$ cat src/rtl/note_finder_feeder.sv
// Transmit side of the NoteFinder frame interface: gathers a serial stream of
// DFT bins into a fill buffer and launches whole frames as a registered bus.
module note_finder_feeder #(
  parameter int N       = 16,
  parameter int BPO     = 24,
  parameter int OCT     = 5,
  parameter int TIMEOUT = 2048,
  parameter int CW      = 16
) (
  input  logic                           clk,
  input  logic                           rst,
  input  logic [N-1:0]                   binIn,
  input  logic                           binValid,
  output logic                           binReady,
  output logic [BPO*OCT*N-1:0]           dftBins,
  output logic                           startCycle,
  input  logic                           nfFinished,
  output logic [$clog2(BPO*OCT+1)-1:0]   fillCount,
  output logic [CW-1:0]                  frameCount,
  output logic                           timeoutErr
);

  localparam int BINS = BPO * OCT;
  localparam int FW   = $clog2(BINS + 1);
  localparam int AW   = $clog2(BINS);
  localparam int WW   = $clog2(TIMEOUT);
  localparam logic [WW-1:0] WD_LAST   = WW'(TIMEOUT - 1);
  localparam logic [FW-1:0] FILL_LAST = FW'(BINS - 1);

  typedef enum logic {S_IDLE, S_WAIT} state_t;

  state_t              r_state;
  state_t              w_state_nxt;
  logic                r_alive;
  logic                r_full;
  logic [FW-1:0]       r_fill_cnt;
  logic [WW-1:0]       r_wdog;
  logic [N-1:0]        r_fill_buf [BINS];
  logic [BINS*N-1:0]   r_dft;
  logic                r_start;
  logic [CW-1:0]       r_frame_cnt;
  logic                r_tmo;
  logic                w_take;
  logic                w_launch;
  logic                w_wd_expire;

  assign binReady   = r_alive && !r_full;
  assign w_take     = binValid && binReady;
  assign dftBins    = r_dft;
  assign startCycle = r_start;
  assign fillCount  = r_fill_cnt;
  assign frameCount = r_frame_cnt;
  assign timeoutErr = r_tmo;

  // A finished pulse takes priority over a watchdog expiry on the same edge.
  always_comb begin
    w_launch    = r_full && ((r_state == S_IDLE) || nfFinished);
    w_wd_expire = (r_state == S_WAIT) && !nfFinished && (r_wdog == WD_LAST);
    w_state_nxt = r_state;
    case (r_state)
      S_IDLE: begin
        if (r_full) w_state_nxt = S_WAIT;
      end
      S_WAIT: begin
        if (nfFinished)       w_state_nxt = r_full ? S_WAIT : S_IDLE;
        else if (w_wd_expire) w_state_nxt = S_IDLE;
      end
      default: w_state_nxt = S_IDLE;
    endcase
  end

  always_ff @(posedge clk or negedge rst) begin
    if (!rst) r_state <= S_IDLE;
    else      r_state <= w_state_nxt;
  end

  // Fill buffer holds data only; its contents are don't-care after reset.
  always_ff @(posedge clk) begin
    if (w_take) r_fill_buf[r_fill_cnt[AW-1:0]] <= binIn;
  end

  always_ff @(posedge clk or negedge rst) begin
    if (!rst) begin
      r_alive     <= 1'b0;
      r_full      <= 1'b0;
      r_fill_cnt  <= '0;
      r_wdog      <= '0;
      r_start     <= 1'b0;
      r_frame_cnt <= '0;
      r_tmo       <= 1'b0;
    end else begin
      r_alive <= 1'b1;
      r_start <= w_launch;
      if (w_launch) begin
        r_full      <= 1'b0;
        r_fill_cnt  <= '0;
        r_frame_cnt <= r_frame_cnt + 1'b1;
      end else if (w_take) begin
        r_fill_cnt <= r_fill_cnt + 1'b1;
        if (r_fill_cnt == FILL_LAST) r_full <= 1'b1;
      end
      if (w_launch || w_wd_expire || nfFinished || (r_state == S_IDLE))
        r_wdog <= '0;
      else
        r_wdog <= r_wdog + 1'b1;
      if (w_wd_expire) r_tmo <= 1'b1;
    end
  end

  // The whole frame moves to the output bus in a single edge.
  always_ff @(posedge clk or negedge rst) begin
    if (!rst) begin
      r_dft <= '0;
    end else if (w_launch) begin
      for (int k = 0; k < BINS; k++) r_dft[k*N +: N] <= r_fill_buf[k];
    end
  end

endmodule

$ cat config.mk
export PLATFORM = sky130hd
export DESIGN_NAME = note_finder_feeder
export DESIGN_NICKNAME = d
export VERILOG_FILES = /design/src/rtl/note_finder_feeder.sv
export SDC_FILE = /design/constraint.sdc
export NUM_CORES = 2
export LEC_CHECK = 0
export BUFFER_PORTS_ARGS = -buffer_cell sky130_fd_sc_hd__buf_2
export CAP_MARGIN = 25
export CORE_AREA = 8 8 756 758
export DETAILED_ROUTE_END_ITERATION = 12
export DIE_AREA = 0 0 764 766
export SETUP_SLACK_MARGIN = 0.2
export SLEW_MARGIN = 20
export SYNTH_ARGS = -nofsm -noshare
export SYNTH_HDL_FRONTEND = slang
export SYNTH_SLANG_ARGS = --single-unit
$ cat constraint.sdc
create_clock -name clk -period 2.2 [get_ports clk]
set_clock_uncertainty 0.05 [all_clocks]
set_input_delay 0 -clock clk [delete_from_list [all_inputs] [get_ports clk]]
set_output_delay 0 -clock clk [all_outputs]
set_load 0.02 [all_outputs]
* After elaboration in Yosys (flattened, before gate mapping)
Memories as Yosys holds them, arrays and structs flattened. A register that Yosys moved wholly into a read port is not among the register bits. Cells that the tools add are included.
Cells by class: add/subtract/negate cells 3, multiplexer cells 12, equality and inequality tests 2, bitwise logic cells 1, reduce and logical (&&, ||, !) cells 134
Operators with widths (number):
- $logic_not 1->1 | 122
- $add 16x1->16 const B | 1
- $mux 7 | 2
- $add 11x1->11 const B | 1
- $eq 11x11->1 const B | 1
- $mux 11 | 1
- $mux 1 | 8
- $add 7x1->7 const B | 1
- $eq 7x7->1 const B | 1
- $logic_and 1x1->1 | 5
- $logic_or 1x1->1 | 4
- $reduce_bool 2->1 | 2
- $pmux 1 s2 | 1
- $reduce_and 2->1 | 1
- $not 1->1 | 1
Storage, ports and cells: bits in writable memories 1920, input port bits 20, memories kept 1, bits in registers 39, output and inout bits 1946, logic and storage cells 161
Memory list:
- r_fill_buf | words 120, width 16, read ports 120, clocked after memory_dff 120, write ports 1, RTL line 38 | logic [N-1:0] r_fill_buf [BINS];

* Depth between registers and ports, before layout
word-level depth 7, depth in mapped cells 9, gate-level depth less buffers 5

* Least setup slack after synthesis
OpenSTA, ideal clock, no wires.
kind register to register, from register r_full, to memory r_fill_buf[103][0], enable pin, stages on the path, launching flop included 7, buffers on the path 3, arrival 1950 ps, library setup time 389 ps, slack -188 ps, clock period less this slack 2388 ps, required time 1761 ps, path through dfrtp_1 > buf_2 > and4b_1 > buf_4 > nand3_2 > buf_2 > nor2_1
On the way: cells in the longest elaborated chain, start to end 5
Ends and longest elaborated chain:
- from (decl) | RTL line 35 | logic r_full;
- from (signal assigned) | RTL line 85 | r_full <= 1'b0;
- from (signal assigned) | RTL line 95 | r_full <= 1'b0;
- from (signal assigned) | RTL line 100 | if (r_fill_cnt == FILL_LAST) r_full <= 1'b1;
- $logic_not 1->1 | RTL line 47 | assign binReady = r_alive && !r_full;
- $logic_and 1x1->1 | RTL line 47
- $logic_and 1x1->1 | RTL line 48 | assign w_take = binValid && binReady;
- $mux 1 | RTL line 79 | if (w_take) r_fill_buf[r_fill_cnt[AW-1:0]] <= binIn;
- $mux 1 (implied by the code) | RTL line 79
- to (decl) | RTL line 38
No other way between the ends.

* Worst setup path in the final report
from input port binIn[9], to memory r_fill_buf[58][9] (data pin)
RTL lines:
- from (decl) | RTL line 12 | input logic [N-1:0] binIn,
No word-level cell before the write port.

==> impl_metrics.json <==
{
  "outcome": "finished, final reports clean",
  "report.final.setup_viol": 0,
  "power_frac_seq": 0.505,
  "hold_path_end": "r_fill_buf[30][3]",
  "combinationalPowerShare": 0.038,
  "placement.io_buffers": 1965,
  "p_leak_nw": 84.0,
  "vdd.ir_drop.worst_uv": 642,
  "ys_warn_count": 0,
  "grt_start_max_net_pins": 132,
  "grt_first_pass_wirelength_mm": 699,
  "dp.cells": 20000,
  "ys_seq_area_frac": 0.807,
  "clock_sink_count": 3879,
  "vertical_extent_of_the_die_um": 766,
  "worst_r2r_startpoint": "r_full",
  "dp_slack_ns": -0.0794,
  "vias_in_the_first_global_route": 88900,
  "wirelength_mm": 515,
  "worstSkewPairLatency_ns": 0.98,
  "timing.final.ws_setup_ns": 0.0825,
  "design.core.area_mm2": 0.559,
  "worst_setup_path_end_kind": "register",
  "htreeDepth": 5,
  "syn_avg_cell_area_um2": 12.8,
  "total_switching_power_mw": 34.1,
  "post_route_cells_drive_above_1_share": 0.257,
  "detail_route.vias_per_cell": 4.28,
  "synth-seq-cells": 3879,
  "synth_nets": 10400,
  "synth.cell_area_mm2": 0.132,
  "drv.max_cap_violation_count": 0,
  "drt-pass1-iter-count": 6,
  "routabilityCongestion": 0.814,
  "final_nets": 13000,
  "routedWlPerCell_um": 24.7,
  "die_w_um": 764,
  "globalRoute.totalOverflow": 0,
  "synth.lib_cells_used.distinct": 36,
  "timing.critical_path.arrival_ns": 2.79,
  "tritoncts_clock_tree": "built",
  "register_to_register_path_setup_slack_ns": 0.17,
  "setup.worst_path.class": "primary input to register",
  "num_io_pins": 1966,
  "startpoint_type": "primary input",
  "die-area_mm2": 0.585,
  "cell_int_power_mw": 118,
  "num_vias": 89200,
  "detailed_place_hpwl_mm": 343,
  "ant_nets": 0,
  "reg2reg_to": "r_fill_buf[55][10]",
  "critical_path.max_fanout": 18,
  "layout.cells.non_filler": 20900,
  "slew_headroom": 0.196,
  "clock-root-buffer": "clkbuf_16",
  "netSwitchingFraction": 0.224,
  "cts.clk_slew.worst_paths_ns": 0.06,
  "drc": 0,
  "grt_setup_unrepaired": "true",
  "finalCriticalPeriod_ns": 2.12,
  "final-max-slew-violation-count": 0,
  "syn2layout_area_growth_pct": 31.8,
  "timing.hold.worst.class": "primary input to register",
  "min_path_cells": 2,
  "initial_core_utilization": 0.236,
  "cts_buffers": 396,
  "detail_route.iter0.violations": 8990,
  "all_layer_global_routing_usage": 0.166,
  "pwr-share-clk": 0.457,
  "worst_slew_pin_slew_ns": 1.21,
  "fmaxAchievable_ghz": 0.472,
  "std_cell_rows": 275,
  "cellPowerDensity_mw_per_mm2": 873,
  "hold_viol": 0,
  "antenna_violations_before_repair": 40,
  "max-clock-path-buffers": 4,
  "reg2reg_depth": 6,
  "post-route-period-util": 0.962,
  "worstPathRequired_ns": 2.87,
  "min_from": "binIn[3]",
  "synth_cells": 10400,
  "crit_path_start": "binIn[9]"
}
power by group through the flow:
| stage | Clock (mW) | Combinational [mW] | Sequential [mW] |
|---|---|---|---|
| after floorplan | 0 | 0.662 | 78.3 |
| after global placement | 0 | 5.59 | 78.2 |
| after detailed placement | 0 | 5.60 | 78.2 |
| after CTS | 70.9 | 5.95 | 76.8 |
| after global routing | 73.6 | 6.22 | 76.8 |
| final | 69.4 | 5.78 | 76.8 |
cell usage in the layout, fill, tap and decap left out, drive strengths merged:
cell and instances:
nand2b 1, dfrtp 1959, and4b 1, inv 30, nand2 5789, nor3 6
o21ai 1, clkinvlp 7, a41o 1, xor2 14, nor2b 8, and2 1
buf 2639, and3 3, and4 2, xnor2 14, edfxtp 1920, o211ai 1
clkbuf 595, nand3 18, clkinv 121, o22ai 1, conb 1, or2 1
dlygate4sd3 31, diode 23, nand4 6, a21o 1, nor4 1, nand3b 1
ha 3, mux2i 1, bufinv 34, nor2 144, o31ai 1
per-layer routing:
layer  part of all wire  wire length [um]  vias to the layer above  global-route usage
met3              0.087             44600                      842              0.0396
met1               0.41            211000                    45200               0.218
li1                   -                 -                    38700                   -
met5           0.000014                 7                        -                   0
met4              0.045             23200                        2              0.0679
met2               0.46            236000                     4460               0.263
critical path, cell delays in order:
cell and delay [ns]:
dlygate4sd3_1 0.55, buf_6 0.18, dlygate4sd3_1 1.33, buf_12 0.31, buf_12 0.26
how the worst max path moves through the flow:
stage,slack [ns],end,cells after the start
2_1_floorplan,-0.02,r_fill_buf[88][0],4
3_3_place_gp,-0.02,r_fill_buf[56][12],5
3_5_place_dp,-0.08,r_fill_buf[56][12],5
4_1_cts,0.11,dftBins[460],8
5_1_grt,0.07,r_fill_buf[21][15],6
6_report,0.08,r_fill_buf[58][9],5
synth_stat cells:
| master | n | area share |
|---|---|---|
| ha_1 | 3 | 0.00028 |
| inv_1 | 7 | 0.00020 |
| dfrtp_1 | 1959 | 0.37 |
| conb_1 | 1 | 0.000028 |
| buf_1 | 5 | 0.00014 |
| mux2i_1 | 1 | 0.000076 |
| nand2_4 | 1 | 0.000085 |
| buf_4 | 93 | 0.0053 |
| xor2_1 | 14 | 0.00093 |
| o211ai_1 | 1 | 0.000057 |
| o22ai_1 | 1 | 0.000047 |
| buf_6 | 12 | 0.0010 |
| nand3_1 | 16 | 0.00061 |
| o21ai_0 | 1 | 0.000038 |
| nor3_1 | 6 | 0.00023 |
| nor4_2 | 1 | 0.000095 |
| and3_1 | 3 | 0.00014 |
| buf_2 | 305 | 0.012 |
| inv_2 | 1 | 0.000028 |
| and4b_1 | 1 | 0.000076 |
| clkbuf_1 | 28 | 0.00080 |
| or2_2 | 1 | 0.000047 |
| nand2b_1 | 1 | 0.000047 |
| a41o_1 | 1 | 0.000076 |
| nand2_1 | 5788 | 0.16 |
| edfxtp_1 | 1920 | 0.44 |
| a21o_1 | 1 | 0.000057 |
| o31ai_1 | 1 | 0.000057 |
| nand4_1 | 6 | 0.00028 |
| and2_1 | 1 | 0.000047 |
| nor2_1 | 144 | 0.0041 |
| nand3b_4 | 1 | 0.00015 |
| xnor2_1 | 14 | 0.00093 |
| nand3_2 | 2 | 0.00015 |
| and4_1 | 2 | 0.00013 |
| nor2b_1 | 8 | 0.00038 |
final cells by class:
type	count	area [um2]
Fill cell	55900	385000
Clock buffer	564	11200
Inverter	8	37.5
Timing Repair Buffer	2701	20700
Tap cell	7479	9360
Clock inverter	184	2210
Antenna cell	23	57.6
Multi-Input combinational cell	6021	23800
Sequential cell	3879	107000
logic make-up after synthesis:
logic type                 synth area share
AOI/OAI and AO/OA                  0.000332
xor gates and xnor gates            0.00186
adders and majority gates          0.000284
buffers and inverters                0.0190
DFF                                   0.807
muxes                             0.0000758
other                             0.0000284
and+or+nand+nor                       0.171
through the flow:
stage          area (um2)  hold slack (ns)  power [mW]   util  TNS (ns)
6_report           174000            0.125         152  0.311         0
4_1_cts            172000          0.00191         154  0.308         0
3_5_place_dp       158000          -0.0209        83.8  0.283    -0.940
3_3_place_gp       158000          -0.0226        83.8  0.283    -0.196
2_1_floorplan      133000           -0.346        78.9      -    -12.36
5_1_grt            174000           0.0262         157  0.311         0
what timing repair did:
action / CTS / global route
pin swaps: 9 / 30
hold buffers: 33 / 0
resized for setup: 56 / 134
endpoints found under the hold margin: 4076 / 0
cloned: 2 / 31
setup endpoints to repair: 1164 / 2093
setup buffers: 17 / 21
state kept, by name, indices dropped and copies added (netlist names):
name	count
timeoutErr	1
r_wdog	11
r_full	1
r_fill_buf	1920
dftBins	1920
startCycle	1
r_state	1
fillCount	7
r_alive	1
frameCount	16
No activity file was read; power rests on OpenSTA's default activity.
